File: config.mk
export PLATFORM = sky130hd
export DESIGN_NAME = div8u4_seq
export DESIGN_NICKNAME = d
export VERILOG_FILES = /design/src/rtl/div8u4_seq.sv
export SDC_FILE = /design/constraint.sdc
export NUM_CORES = 1
export LEC_CHECK = 0
export BUFFER_PORTS_ARGS = -buffer_cell sky130_fd_sc_hd__buf_2
export CAP_MARGIN = 40
export CORE_MARGIN = 4
export CORE_UTILIZATION = 25
export DETAILED_ROUTE_END_ITERATION = 8
export GPL_ROUTABILITY_DRIVEN = 0
export GPL_TIMING_DRIVEN = 0
export PLACE_DENSITY = 0.48
export SYNTH_ARGS = -nofsm -noshare
export SYNTH_HDL_FRONTEND = slang
export SYNTH_SLANG_ARGS = --single-unit
File: constraint.sdc
create_clock -name clk -period 2.2 [get_ports clk]
set_clock_uncertainty 0.15 [all_clocks]
set_input_delay 0.33 -clock clk [delete_from_list [all_inputs] [get_ports clk]]
set_output_delay 0.33 -clock clk [all_outputs]
set_load 0.005 [all_outputs]
File: src/rtl/div8u4_seq.sv
// Sequential unsigned restoring divider, one quotient bit per clock, start/busy/done handshake.
// Define DIV_RESIDUE_CHECK_EN to enable the multiply-back self-check driving chk_err.
module div8u4_seq #(
    parameter int unsigned DVD_W = 8,
    parameter int unsigned DVS_W = 4,
    parameter int unsigned CNT_W = 4
) (
    input  logic             clk,
    input  logic             rst,
    input  logic             start,
    input  logic [DVD_W-1:0] dividend,
    input  logic [DVS_W-1:0] divisor,
    output logic             busy,
    output logic             done,
    output logic [DVD_W-1:0] quotient,
    output logic [DVS_W-1:0] remainder,
    output logic             div_zero,
    output logic             chk_err
);

    typedef enum logic [1:0] {StIdle, StRun, StDone} state_e;

    state_e           state_q, state_d;
    logic [DVD_W-1:0] dvd_q, dvd_d;
    logic [DVS_W-1:0] dvs_q, dvs_d;
    logic [DVS_W:0]   p_q, p_d;
    logic [CNT_W-1:0] cnt_q, cnt_d;
    logic [DVD_W-1:0] quotient_q, quotient_d;
    logic [DVS_W-1:0] remainder_q, remainder_d;
    logic             div_zero_q, div_zero_d;
    logic             busy_q, busy_d;
    logic             done_q, done_d;

    logic             accept;
    logic             last_step;
    logic [DVS_W:0]   s_step;
    logic [DVS_W:0]   p_step;
    logic             q_bit;
    logic [DVD_W-1:0] q_step;

    assign accept    = start && (state_q == StIdle || state_q == StDone);
    assign last_step = (state_q == StRun) && (cnt_q == CNT_W'(DVD_W - 1));

    // One restoring step: shift in the next dividend bit, subtract if it fits.
    always_comb begin
        s_step = {p_q[DVS_W-1:0], dvd_q[DVD_W-1]};
        q_bit  = (s_step >= {1'b0, dvs_q});
        p_step = q_bit ? (s_step - {1'b0, dvs_q}) : s_step;
        q_step = {dvd_q[DVD_W-2:0], q_bit};
    end

    always_comb begin
        state_d     = state_q;
        dvd_d       = dvd_q;
        dvs_d       = dvs_q;
        p_d         = p_q;
        cnt_d       = cnt_q;
        quotient_d  = quotient_q;
        remainder_d = remainder_q;
        div_zero_d  = div_zero_q;
        busy_d      = 1'b0;
        done_d      = 1'b0;
        case (state_q)
            StIdle, StDone: begin
                state_d = StIdle;
                if (accept) begin
                    dvd_d = dividend;
                    dvs_d = divisor;
                    p_d   = '0;
                    cnt_d = '0;
                    if (divisor != '0) begin
                        state_d = StRun;
                        busy_d  = 1'b1;
                    end else begin
                        state_d     = StDone;
                        done_d      = 1'b1;
                        quotient_d  = '1;
                        remainder_d = dividend[DVS_W-1:0];
                        div_zero_d  = 1'b1;
                    end
                end
            end
            StRun: begin
                dvd_d  = q_step;
                p_d    = p_step;
                cnt_d  = cnt_q + 1'b1;
                busy_d = 1'b1;
                if (last_step) begin
                    state_d     = StDone;
                    busy_d      = 1'b0;
                    done_d      = 1'b1;
                    quotient_d  = q_step;
                    remainder_d = p_step[DVS_W-1:0];
                    div_zero_d  = 1'b0;
                end
            end
            default: state_d = StIdle;
        endcase
    end

    always_ff @(posedge clk) begin
        if (rst) begin
            state_q     <= StIdle;
            dvd_q       <= '0;
            dvs_q       <= '0;
            p_q         <= '0;
            cnt_q       <= '0;
            quotient_q  <= '0;
            remainder_q <= '0;
            div_zero_q  <= 1'b0;
            busy_q      <= 1'b0;
            done_q      <= 1'b0;
        end else begin
            state_q     <= state_d;
            dvd_q       <= dvd_d;
            dvs_q       <= dvs_d;
            p_q         <= p_d;
            cnt_q       <= cnt_d;
            quotient_q  <= quotient_d;
            remainder_q <= remainder_d;
            div_zero_q  <= div_zero_d;
            busy_q      <= busy_d;
            done_q      <= done_d;
        end
    end

    assign busy      = busy_q;
    assign done      = done_q;
    assign quotient  = quotient_q;
    assign remainder = remainder_q;
    assign div_zero  = div_zero_q;

`ifdef DIV_RESIDUE_CHECK_EN
    localparam int unsigned RW = DVD_W + DVS_W;

    // Operand copies that travel with the results, so a back-to-back start cannot disturb the check.
    // res_dvs_q == 0 marks "no checkable result" (reset or divide-by-zero).
    logic [DVD_W-1:0] copy_q, copy_d;
    logic [DVD_W-1:0] res_dvd_q, res_dvd_d;
    logic [DVS_W-1:0] res_dvs_q, res_dvs_d;
    logic [RW-1:0]    recon;

    always_comb begin
        copy_d    = copy_q;
        res_dvd_d = res_dvd_q;
        res_dvs_d = res_dvs_q;
        if (accept) begin
            copy_d = dividend;
            if (divisor == '0) begin
                res_dvs_d = '0;
                res_dvd_d = dividend;
            end
        end
        if (last_step) begin
            res_dvs_d = dvs_q;
            res_dvd_d = copy_q;
        end
    end

    always_ff @(posedge clk) begin
        if (rst) begin
            copy_q    <= '0;
            res_dvd_q <= '0;
            res_dvs_q <= '0;
        end else begin
            copy_q    <= copy_d;
            res_dvd_q <= res_dvd_d;
            res_dvs_q <= res_dvs_d;
        end
    end

    assign recon   = RW'(quotient_q) * RW'(res_dvs_q) + RW'(remainder_q);
    assign chk_err = (res_dvs_q != '0) &&
                     ((recon != RW'(res_dvd_q)) || (remainder_q >= res_dvs_q));
`else
    assign chk_err = 1'b0;
`endif

endmodule

==> run metrics <==
Worst VDD drop=around 320 µV; Layout Nets=between 200 and 300; largest net degree at the start of global routing=13; Util after Layout=0.319; setup TNS=0 ns; Antenna Nets Post-Route=0; Leak=roughly 0.78 nW; # fillers=between 600 and 700; post-synthesis cell area=about 0.0017 mm²; Root Driver=clkbuf_8; fmax=~0.47 GHz; Rel. slew slack=0.626; clk buf depth=2; Req. time, crit path=roughly 2.3 ns; CTS Buf Count=5; Congestion Overflow GR=0; Ports=31; Rows=29; Final min period=approximately 2.1 ns; global-route wire length before repair=between 7000 and 8000 µm; gr usage total=0.110; Pwr Density=a little under 800 mW/mm²; DR WL/cell=between 10 and 15 µm; Max-Cap Viols=0; DP HPWL=~3300 µm; RSZ-0062 raised after global routing=no; die height=~90 µm; Tightest Pin Transition=approximately 0.56 ns; IO buf count=28; worst slack, placed=0.0312 ns; Core Area=between 0.006 and 0.007 mm²; Skew-Pair Late Insertion Delay=0.29 ns; synthesis-to-finish area growth=21.9%; WL final=4470 µm; most frequent cells in the layout=dfxtp_1, nor2_1, nand2_1; Vias per Instance=just under 5; CP max FO=4; Crit. End Element=register; Critical Setup Path Class=register to register; critical path arrival=2.17 ns; Synth Net Count=217; Sink Count=37; period utilization=0.963; Synth Register Bits=37; share of layout cells above drive strength 1=0.203; number of global-route vias before repair=around 1,400; Hold WC Path Type=primary input to register; Initial Utilization=0.262; average size of a mapped cell=roughly 8.6 µm²; vias=around 1,500; Seq/Total Area, Yosys=0.441; Worst-path clk slew=0.08 ns; leading cell type in the layout, fill and taps excluded=dfxtp_1; critical path startpoint category=register; die area=0.00810 mm²; Iter 0 DRT Violations=60; drc violations=0; ANT cells=0; count of pins over their slew limit=0; CTS tree=built; H-tree Lvls=2; detailed-router iteration count before antenna repair=4; initial antenna violation count=0; total power=approximately 0.0016 W; Netlist cell types=37; die width=between 80 and 90 µm; setup ws final=0.0803 ns; status=completed; Synth Instances=about 200; yosys warns=0; final hold violations=0; final setup fails=0
[state kept, by name (all words and copies together) (netlist names)]
register and flops:
dvd_q 8, quotient 8, cnt_q 4, dvs_q 4
p_q 4, remainder 4, state_q 2, busy 1
div_zero 1, done 1
[synthesized netlist by cell type (all sizes together)]
master | count | share of area
nor2b | 2 | 0.0074
mux2 | 1 | 0.0067
nand4 | 2 | 0.0074
and2 | 2 | 0.0074
fa | 1 | 0.012
a22oi | 2 | 0.0089
o22a | 1 | 0.0052
dfxtp | 37 | 0.44
nor3 | 1 | 0.0030
o21bai | 1 | 0.0045
a31oi | 5 | 0.019
nor2 | 31 | 0.069
nand2 | 31 | 0.069
ha | 5 | 0.037
o211ai | 4 | 0.018
xnor2 | 1 | 0.0052
nand2b | 3 | 0.011
a211o | 1 | 0.0052
a2bb2oi | 1 | 0.0052
conb | 1 | 0.0022
a311oi | 12 | 0.063
o21ai | 3 | 0.0089
buf | 3 | 0.016
nand3b | 2 | 0.0089
or3 | 1 | 0.0067
o21a | 1 | 0.0045
a211oi | 9 | 0.046
inv | 5 | 0.011
o22ai | 1 | 0.012
clkbuf | 10 | 0.022
a21oi | 12 | 0.036
or4 | 3 | 0.016
o2111ai | 1 | 0.0052
[logic make-up after synthesis]
family | count (synthesis) | share of synthesized area
AO/OA/AOI/OAI | 54 | 0.241
XOR/XNOR | 1 | 0.00521
adder cells (fa/ha/maj) | 6 | 0.0491
buffers and inverters | 18 | 0.0491
flip-flops | 37 | 0.441
multiplexers | 1 | 0.00670
other | 1 | 0.00223
AND/OR/NAND/NOR | 78 | 0.206
[worst paths after layout]
path	slack, ns	depth (start not counted)	endpoint	from
setup reg to reg	0.08	5	remainder[1]$_SDFFE_PP0P_	dvd_q[7]$_SDFFE_PP0P_
setup / recovery	0.08	5	remainder[1]$_SDFFE_PP0P_	dvd_q[7]$_SDFFE_PP0P_
hold / removal	0.13	3	dvs_q[0]$_SDFFE_PP0P_	divisor[0]
hold reg to reg	0.31	2	dvs_q[3]$_SDFFE_PP0P_	dvs_q[3]$_SDFFE_PP0P_
[report_power, final]
| part | switching, W | internal (W) |
|---|---|---|
| Clock | 0.000253 | 0.000369 |
| Combinational | 0.000147 | 0.0000918 |
| Sequential | 0.0000218 | 0.000705 |
[per-layer routing]
layer,global-route usage,wire length (µm)
met1,0.148,2230
met2,0.177,2050
met3,0.0217,160
met4,0.0383,36
met5,0,0
[through the flow]
stage,hold slack [ns],cell area [µm²],std cells
after detailed placement,0.298,1920,301
after CTS,0.133,2040,309
final,0.135,2050,309
after global routing,0.155,2050,309
after global placement,0.296,1920,301
after floorplan,0.286,1680,196
[timing repair]
item | CTS | global route
buffers inserted | 0 | 0
hold buffers | 0 | 0
setup endpoints to repair | 0 | 3
gates resized for setup | 0 | 3
endpoints found under the hold margin | 0 | 0
[critical path, cell delays in order (launching register included)]
cell and delay [ns]:
dfxtp_2 0.35, inv_1 0.04, ha_1 0.24, fa_1 0.43, or4_1 0.55, a311oi_1 0.26
[area by class of cell]
cell class | instances | area [µm²] | area share
Inverter | 5 | 18.8 | 0.00916
Clock inverter | 2 | 37.5 | 0.0183
Tap cell | 77 | 96.3 | 0.0470
Sequential cell | 37 | 742 | 0.362
Buffer | 13 | 63.8 | 0.0312
Clock buffer | 6 | 82.6 | 0.0403
Multi-Input combinational cell | 141 | 867 | 0.423
Timing Repair Buffer | 28 | 140 | 0.0684
Power figures use the tool's default switching activity.
